### src/rtl/drum_spi_pkg.sv
// Shared types and helpers for the drum-trigger to SPI TX byte path.
package drum_spi_pkg;

  localparam int         DRUM_CODE_W = 4;
  localparam logic [7:0] NO_EVENT    = 8'h00;

  typedef enum logic [1:0] {
    IDLE,
    LOAD,
    WAIT_DONE
  } tx_state_t;

  function automatic logic [7:0] make_tx_byte(input logic [DRUM_CODE_W-1:0] code);
    return {4'h0, code};
  endfunction

endpackage

### src/rtl/drum_event_fifo.sv
// Purpose: generic synchronous FIFO with occupancy output.
// Latency: a pushed entry is readable on pop_dat_o the cycle after the push.
// Backpressure: push is dropped when full unless a pop happens in the same cycle.
module drum_event_fifo #(
  parameter int W     = 4,
  parameter int DEPTH = 8
) (
  input  logic                     clk,
  input  logic                     rst_n,
  input  logic                     push_vld_i,
  input  logic [W-1:0]             push_dat_i,
  input  logic                     pop_rdy_i,
  output logic [W-1:0]             pop_dat_o,
  output logic                     full_o,
  output logic                     empty_o,
  output logic [$clog2(DEPTH):0]   level_o
);

  localparam int AW = $clog2(DEPTH);

  logic [W-1:0] mem_q [DEPTH];
  logic [AW:0]  wr_q;
  logic [AW:0]  rd_q;
  logic         do_push;
  logic         do_pop;

  // The extra pointer MSB tells a full queue apart from an empty one.
  assign empty_o   = (wr_q == rd_q);
  assign full_o    = (wr_q[AW] != rd_q[AW]) && (wr_q[AW-1:0] == rd_q[AW-1:0]);
  assign do_pop    = pop_rdy_i && !empty_o;
  assign do_push   = push_vld_i && (!full_o || do_pop);
  assign level_o   = wr_q - rd_q;
  assign pop_dat_o = mem_q[rd_q[AW-1:0]];

  always_ff @(posedge clk or negedge rst_n) begin
    if (!rst_n) begin
      wr_q <= '0;
      rd_q <= '0;
    end else begin
      if (do_push) wr_q <= wr_q + 1'b1;
      if (do_pop)  rd_q <= rd_q + 1'b1;
    end
  end

  always_ff @(posedge clk) begin
    if (do_push) mem_q[wr_q[AW-1:0]] <= push_dat_i;
  end

endmodule

### src/rtl/drum_tx_scheduler.sv
// Purpose: round-robin arbitration of drum trigger channels onto one SPI TX byte register.
// Latency: req in cycle n -> tx_load in cycle n+3 when idle; next load 2 cycles after tx_done.
// Backpressure: full queue holds requests as pending flags; a repeat while pending is merged.
module drum_tx_scheduler
  import drum_spi_pkg::*;
#(
  parameter int NUM_CH         = 4,
  parameter int CODE_BASE      = 1,
  parameter int FIFO_DEPTH     = 8,
  parameter int TIMEOUT_CYCLES = 4096
) (
  input  logic                          clk,
  input  logic                          rst_n,
  input  logic [NUM_CH-1:0]             req,
  input  logic                          tx_done,
  input  logic                          clear_err,
  output logic [7:0]                    tx_byte,
  output logic                          tx_load,
  output logic                          tx_busy,
  output logic [$clog2(FIFO_DEPTH):0]   fifo_level,
  output logic                          drop_err,
  output logic                          timeout_err
);

  localparam int RW = (NUM_CH > 1) ? $clog2(NUM_CH) : 1;
  localparam int CW = (TIMEOUT_CYCLES > 1) ? $clog2(TIMEOUT_CYCLES) : 1;

  tx_state_t              state_q;
  logic [7:0]             tx_byte_q;
  logic                   tx_load_q;
  logic                   timeout_err_q;
  logic [CW-1:0]          cnt_q;
  logic [NUM_CH-1:0]      pending_q, pending_d, gnt_vec;
  logic [RW-1:0]          rr_q, rr_d, gnt_idx;
  logic [RW:0]            cand;
  logic                   drop_err_q, drop_err_d;
  logic                   gnt_found, push, pop, fifo_full, fifo_empty;
  logic [DRUM_CODE_W-1:0] push_code, pop_code;

  assign pop       = (state_q == IDLE) && !fifo_empty;
  assign push      = gnt_found && (!fifo_full || pop);
  assign push_code = DRUM_CODE_W'(CODE_BASE) + DRUM_CODE_W'(gnt_idx);

  always_comb begin
    cand      = '0;
    gnt_found = 1'b0;
    gnt_idx   = '0;
    gnt_vec   = '0;
    for (int k = 0; k < NUM_CH; k++) begin
      cand = {1'b0, rr_q} + (RW+1)'(k);
      if (cand >= (RW+1)'(NUM_CH)) cand = cand - (RW+1)'(NUM_CH);
      if (!gnt_found && pending_q[cand[RW-1:0]]) begin
        gnt_found = 1'b1;
        gnt_idx   = cand[RW-1:0];
      end
    end
    if (push) gnt_vec[gnt_idx] = 1'b1;
    // A fresh request on the channel being granted re-arms it without counting as a drop.
    pending_d  = (pending_q & ~gnt_vec) | req;
    drop_err_d = (drop_err_q & ~clear_err) | (|(req & pending_q & ~gnt_vec));
    rr_d       = rr_q;
    if (push) rr_d = (gnt_idx == RW'(NUM_CH-1)) ? '0 : gnt_idx + 1'b1;
  end

  always_ff @(posedge clk or negedge rst_n) begin
    if (!rst_n) begin
      pending_q  <= '0;
      rr_q       <= '0;
      drop_err_q <= 1'b0;
    end else begin
      pending_q  <= pending_d;
      rr_q       <= rr_d;
      drop_err_q <= drop_err_d;
    end
  end

  always_ff @(posedge clk or negedge rst_n) begin
    if (!rst_n) begin
      state_q       <= IDLE;
      tx_byte_q     <= NO_EVENT;
      tx_load_q     <= 1'b0;
      cnt_q         <= '0;
      timeout_err_q <= 1'b0;
    end else begin
      tx_load_q <= 1'b0;
      if (clear_err) timeout_err_q <= 1'b0;
      case (state_q)
        IDLE: begin
          if (pop) begin
            tx_byte_q <= make_tx_byte(pop_code);
            tx_load_q <= 1'b1;
            state_q   <= LOAD;
          end else begin
            tx_byte_q <= NO_EVENT;
          end
        end
        LOAD: begin
          cnt_q   <= '0;
          state_q <= WAIT_DONE;
        end
        WAIT_DONE: begin
          if (tx_done) begin
            state_q   <= IDLE;
            tx_byte_q <= NO_EVENT;
          end else if (cnt_q == CW'(TIMEOUT_CYCLES-1)) begin
            timeout_err_q <= 1'b1;
            state_q       <= IDLE;
            tx_byte_q     <= NO_EVENT;
          end else begin
            cnt_q <= cnt_q + 1'b1;
          end
        end
        default: state_q <= IDLE;
      endcase
    end
  end

  drum_event_fifo #(
    .W     (DRUM_CODE_W),
    .DEPTH (FIFO_DEPTH)
  ) u_fifo (
    .clk        (clk),
    .rst_n      (rst_n),
    .push_vld_i (push),
    .push_dat_i (push_code),
    .pop_rdy_i  (pop),
    .pop_dat_o  (pop_code),
    .full_o     (fifo_full),
    .empty_o    (fifo_empty),
    .level_o    (fifo_level)
  );

  assign tx_byte     = tx_byte_q;
  assign tx_load     = tx_load_q;
  assign tx_busy     = (state_q != IDLE);
  assign drop_err    = drop_err_q;
  assign timeout_err = timeout_err_q;

endmodule

### config.mk
export PLATFORM = sky130hd
export DESIGN_NAME = drum_tx_scheduler
export DESIGN_NICKNAME = d
export VERILOG_FILES = /design/src/rtl/drum_spi_pkg.sv /design/src/rtl/drum_event_fifo.sv /design/src/rtl/drum_tx_scheduler.sv
export SDC_FILE = /design/constraint.sdc
export NUM_CORES = 1
export LEC_CHECK = 0
export CORE_MARGIN = 5
export CORE_UTILIZATION = 45
export DETAILED_ROUTE_END_ITERATION = 8
export DONT_BUFFER_PORTS = 1
export PLACE_DENSITY = 0.56
export REMOVE_ABC_BUFFERS = 1
export SLEW_MARGIN = 20
export SYNTH_ARGS = -nofsm -noshare
export SYNTH_HDL_FRONTEND = slang
export SYNTH_SLANG_ARGS = --single-unit
### constraint.sdc
create_clock -name clk -period 3 [get_ports clk]
set_clock_uncertainty 0.05 [all_clocks]
set_input_delay 0.9 -clock clk [delete_from_list [all_inputs] [get_ports clk]]
set_output_delay 0.9 -clock clk [all_outputs]
set_load 0.02 [all_outputs]
# After elaboration in Yosys (flattened, before gate mapping)

Memory sizes are Yosys's and may differ from the RTL's.
Index checks and enable logic that the tools add are counted.

Register bits: 39
Bits in latches: 0
RAM bits: 24
Bits in read-only memories: 0
Input port bits: 8
Output and inout bits: 16
Word-level logic and storage cells: 120
Memories kept: 1

Memory list:

| name         | words | width | rd ports | clocked after Yosys merged registers in | wr ports | RTL line              | RTL |
|---|---|---|---|---|---|---|---|
| u_fifo.mem_q | 8     | 3     | 1        | 0                                       | 1        | drum_event_fifo.sv:21 | `logic [W-1:0] mem_q [DEPTH];` |

$add $sub $neg: 13
$mul: 0
Div/mod/pow operators: 0
$lt $le $gt $ge: 10
Equal/unequal tests: 11
Shifts and indexed selects: 0
Mux-type cells: 43
Bitwise gates (word level): 8
Reductions and logical operators: 24

Operators by type and width:

| operator                                                   | count |
|---|---|
| two-way mux 12 bit                                         | 2 |
| two-way mux 2 bit                                          | 12 |
| one-hot mux 12 bit (2 select lines)                        | 1 |
| two-way mux 1 bit                                          | 17 |
| two-way mux 8 bit                                          | 2 |
| one-hot mux 8 bit (2 select lines)                         | 1 |
| less-than comparator 2 x 3 -> 1 bit, second input constant | 5 |
| adder 12 x 1 -> 12 bit, second input constant              | 1 |
| bitwise AND 4 bit                                          | 3 |
| equality test 12 bit, second input constant                | 1 |
| >= comparator 3 bit, second input constant                 | 3 |
| logical AND 1 bit                                          | 9 |
| adder 4 x 1 -> 4 bit, second input constant                | 2 |
| binary-select mux 1 bit (select 2 bit)                     | 4 |
| two-way mux 4 bit                                          | 2 |
| subtractor 2 x 1 -> 2 bit, second input constant           | 4 |
| adder 2 x 2 -> 3 bit, second input constant                | 2 |
| inequality test 2 bit, second input constant               | 3 |
| one-hot mux 2 bit (3 select lines)                         | 1 |
| nonzero test 2 bit                                         | 3 |
| logical NOT 1 bit                                          | 5 |
| equality test 2 bit, second input constant                 | 2 |
| equality test 4 bit                                        | 1 |
| inverter 4 bit                                             | 1 |
| 20 further kinds                                           | 22 |

# Logic depth before layout (Yosys ltp)

Depth in word-level cells: 23
Mapped depth: 8

# By module

Synthesis repeated with hierarchy kept, for this count alone.

Cells, all modules: 249
Area total of the unflattened synthesis: 3220.6 um2

By module, submodules not included:

| module            | times used | cells an instance | area an instance (um2) | sequential area each (um2) |
|---|---|---|---|---|
| drum_event_fifo   | 1          | 113               | 1793.0                 | 1161.1 |
| drum_tx_scheduler | 1          | 136               | 1427.6                 | 675.6 |

# Least setup slack after synthesis

No wires, ideal clock.

Path kind: register -> register
Start: register u_fifo.rd_q[2]
End: memory u_fifo.mem_q[1][0] in the netlist's numbering, enable pin
Setup time: 0.374 ns
Data arrival time: 2.043 ns
Required time: 2.576 ns
Path slack: 0.533 ns
Cell stages (with the launch flop): 8
Buffers on the path: 2
Period minus slack after synthesis: 2.467 ns
Cell sequence: dfrtp_1 > clkbuf_1 > inv_1 > ha_1 > nand3_1 > o31a_1 > buf_2 > nor4b_1

Word-level cells in the longest chain between the ends: 8

RTL lines:

| element                                                    | RTL line                                                                | RTL |
|---|---|---|
| start, declared                                            | drum_event_fifo.sv:23                                                   | `logic [AW:0] rd_q;` |
| start signal, assigned                                     | drum_event_fifo.sv:41                                                   | `if (do_pop) rd_q <= rd_q + 1'b1;` |
| equality test 4 bit or equality test 3 bit (tied branches) | drum_event_fifo.sv:28, drum_event_fifo.sv:29                            |  |
| logical NOT 1 bit or logical AND 1 bit (tied branches)     | drum_event_fifo.sv:30, drum_tx_scheduler.sv:40, drum_event_fifo.sv:29   |  |
| logical AND 1 bit or logical NOT 1 bit (tied branches)     | drum_tx_scheduler.sv:40, drum_event_fifo.sv:31, drum_tx_scheduler.sv:41 |  |
| logical OR 1 bit or logical AND 1 bit (tied branches)      | drum_tx_scheduler.sv:41, drum_event_fifo.sv:30                          |  |
| logical AND 1 bit or logical OR 1 bit (tied branches)      | drum_tx_scheduler.sv:41, drum_event_fifo.sv:31                          |  |
| logical AND 1 bit (*)                                      | drum_event_fifo.sv:31                                                   | `assign do_push = push_vld_i && (!full_o \|\| do_pop);` |
| two-way mux 1 bit (*)                                      | drum_event_fifo.sv:46                                                   | `if (do_push) mem_q[wr_q[AW-1:0]] <= push_dat_i;` |
| two-way mux 1 bit (not written as such) (*)                | drum_event_fifo.sv:46                                                   |  |
| end, declared                                              | drum_event_fifo.sv:21                                                   |  |

Every way passes the cells marked *; elsewhere a longest branch is shown, timed or not.

# Worst setup path in the final report

Start: register u_fifo.wr_q[0]
End: output port fifo_level[2]

Word-level cells in the longest chain between the ends: 1

RTL lines:

| element                | RTL line                | RTL |
|---|---|---|
| start, declared        | drum_event_fifo.sv:22   | `logic [AW:0] wr_q;` |
| start signal, assigned | drum_event_fifo.sv:40   | `if (do_push) wr_q <= wr_q + 1'b1;` |
| subtractor 4 bit       | drum_event_fifo.sv:32   | `assign level_o = wr_q - rd_q;` |
| end, declared          | drum_tx_scheduler.sv:20 | `output logic [$clog2(FIFO_DEPTH):0] fifo_level,` |

Every way passes these cells.

==> results.json <==
{
  "status": "completed",
  "grt_usage": 0.151,
  "fin_crit_ns": 2.88,
  "grt_pass1_vias": 1887,
  "synth_common_cells": "dfrtp_1 (34), nand2_1 (32), edfxtp_1 (24)",
  "synth.distinct_cells": 54,
  "grt_start_max_net_pins": 35,
  "diodes": 0,
  "num_vias": 1880,
  "synth_xor_area_frac": 0.0303,
  "p_switching_w": 0.00159,
  "rsz0062_at_grt": "no",
  "synth_top_family_by_area": "simple AND/OR/NAND/NOR gates",
  "synth_most_common_cell": "dfrtp_1",
  "routed_via_density": 5.50,
  "cts-buffers-inserted": 9,
  "muxShareOfSynthArea": 0.0546,
  "utilization": 0.503,
  "cp-end-kind": "primary output",
  "async_flop_share": 0.586,
  "drt_iter0_drc": 90,
  "slew_headroom": 0.620,
  "yosys.area_share.simple": 0.159,
  "drive_gt1_frac": 0.155,
  "synth_ff_type": "dfrtp_1",
  "p_int_w": 0.00227,
  "power_density_nw_per_um2": 1220,
  "grt_overflow": 0,
  "gr-usage-met1": 0.203,
  "drt-total-wl_um": 5790,
  "hold_viol": 0,
  "reg2reg_from": "pending_q[0]$_DFF_PN0_",
  "die_height_um": 90.1,
  "route.detailed.drc": 0,
  "ant_nets": 0,
  "synth_edf_count": 24,
  "final_nets": 279,
  "cts_root_buffer": "clkbuf_8",
  "clk_latency_ns": 0.34,
  "syn-instance-count": 246,
  "clockBufferDepth": 2,
  "critical_path_arrival_ns": 1.93,
  "leakage_nw": 1.33,
  "slew_violations": 0,
  "synth_area_leaders": "dfrtp_1 (29%), edfxtp_1 (25%), mux4_2 (4.7%), ha_1 (4.3%), nand2_1 (4.2%)",
  "fillerInstances": 586,
  "fin_ws_ns": 0.125,
  "grt_most_used_layer": "met2",
  "synth_area_um2": 2890,
  "max_cap_viol_count": 0,
  "hold_path.class": "input pin to asynchronous set/reset pin",
  "wl_per_cell_um": 16.9,
  "avgSynthCellArea_um2": 11.7,
  "fmax_mhz": 348,
  "grt_pass1_wl_um": 9780,
  "p_clk_frac": 0.160,
  "finalSetupViolations": 0,
  "worst_slew_pin_slew_ns": 0.566,
  "io_buffers": 0,
  "met3_usage": 0.0359,
  "tritoncts": "done",
  "r2r_cells": 5,
  "cp-start-kind": "flop",
  "fin_setup_tns_ns": 0,
  "pwr-share-seq": 0.392,
  "netSwitchingFraction": 0.412,
  "clk_pin_slew_ns": 0.07,
  "crit_type": "flop to primary output",
  "drt-pass1-iter-count": 4,
  "synth-seq-area-share": 0.544,
  "grt_use_met2": 0.229,
  "syn2layout_area_growth_pct": 9.87,
  "pre_cts_ws_ns": 0.412,
  "ir_worst_vdd_mv": 0.670,
  "hpwl_um": 4120,
  "synth_compound_area_frac": 0.110,
  "critPathMaxFanout": 7,
  "cts_htree_levels": 3,
  "start_util": 0.458,
  "r2r_end": "drop_err$_DFF_PN0_",
  "die_x_um": 90.1,
  "ios": 24,
  "gp_congestion": 0.804,
  "grt_antenna_before_repair": 0,
  "cts.sinks": 58,
  "yosys_warnings": 0,
  "comb_power_share": 0.448,
  "synth_top_area_cell": "dfrtp_1",
  "yosysTopAreaCellShare": 0.294,
  "required_ns": 2.05,
  "synth_seq_cells": 58,
  "dieArea_um2": 8120,
  "num_rows": 29,
  "fin_crit_sh": 0.958,
  "core_area_um2": 6310,
  "r2r_slack_ns": 0.66,
  "synth-adder-area-share": 0.0502
}
-- per-stage QoR --
step                hold slack, ns  cell area, µm²  cells  total power, W
finish                       0.204            3170    342         0.00386
global route                 0.182            3170    342         0.00418
CTS                          0.182            3160    340         0.00390
detailed placement           0.433            2990    324         0.00327
global placement             0.431            2990    324         0.00325
floorplan                    0.416            2830    239         0.00270
-- critical path: stages (launching register included) --
cell	delay [ns]
dfrtp_1	0.46
inv_1	0.16
ha_1	0.24
fa_1	0.38
xnor2_1	0.18
buf_4	0.17
-- timing repair --
action,4_1_cts,5_1_grt
hold endpoints to repair,0,0
endpoints found under the setup margin,0,1
buffers inserted,0,2
resized for setup,0,1
hold buffers,0,0
-- state kept, by name (all words and copies together), names as in the netlist, 2 cells and up --
| register | count |
|---|---|
| rr_q | 2 |
| u_fifo.mem_q | 24 |
| u_fifo.wr_q | 4 |
| pending_q | 4 |
| u_fifo.rd_q | 4 |
| tx_byte | 3 |
| cnt_q | 12 |
| state_q | 2 |
-- logic make-up (layout without fill, tap and decap cells) --
group / Yosys count / count (layout)
fa+ha+maj: 11 / 11
other cells: 1 / 5
simple gates: 85 / 85
flops: 58 / 58
xor+xnor: 10 / 10
mux: 8 / 8
buf+inv: 31 / 46
compound gates: 42 / 42
-- power by group through the flow --
stage                     logic, W  clock network (W)  registers [W]
after floorplan            0.00120                  0        0.00150
after global placement     0.00172                  0        0.00153
after detailed placement   0.00173                  0        0.00153
after CTS                  0.00174           0.000640        0.00152
after global routing       0.00194           0.000680        0.00156
final                      0.00173           0.000617        0.00151
-- final cells by class --
class,instances,area (µm²),share of cell area
Multi-Input combinational cell,161,1180,0.373
Sequential cell,58,1570,0.495
Clock inverter,7,46.3,0.0146
Timing Repair Buffer,10,75.1,0.0237
Inverter,20,75.1,0.0237
Tap cell,77,96.3,0.0304
Clock buffer,9,124,0.0390
-- worst max-delay path by stage --
stage | depth (start not counted) | start | end
2_1_floorplan | 3 | u_fifo.rd_q[0]$_DFFE_PN0P_ | fifo_level[2]
3_3_place_gp | 6 | u_fifo.rd_q[1]$_DFFE_PN0P_ | fifo_level[3]
3_5_place_dp | 6 | u_fifo.rd_q[1]$_DFFE_PN0P_ | fifo_level[3]
4_1_cts | 6 | u_fifo.rd_q[1]$_DFFE_PN0P_ | fifo_level[3]
5_1_grt | 5 | u_fifo.wr_q[0]$_DFFE_PN0P_ | fifo_level[2]
6_report | 5 | u_fifo.wr_q[0]$_DFFE_PN0P_ | fifo_level[2]
-- placed cells by master, fill, tap and decap left out, drive strengths merged, types with 7 or more instances in the layout --
cell type | netlist | layout
buf | 10 | 10
clkbuf | 1 | 9
dfrtp | 34 | 34
edfxtp | 24 | 24
ha | 10 | 10
inv | 20 | 20
nand2 | 32 | 32
nand3 | 7 | 7
nor2 | 8 | 8
nor3 | 10 | 10
o21ai | 8 | 8
xnor2 | 8 | 8
-- per-layer routing --
metal / vias to the layer above / wire length (µm)
li1: 924 / -
met1: 914 / 2820
met2: 36 / 2660
met3: 6 / 229
met4: 0 / 89
met5: - / 0
Power figures use the tool's default switching activity.
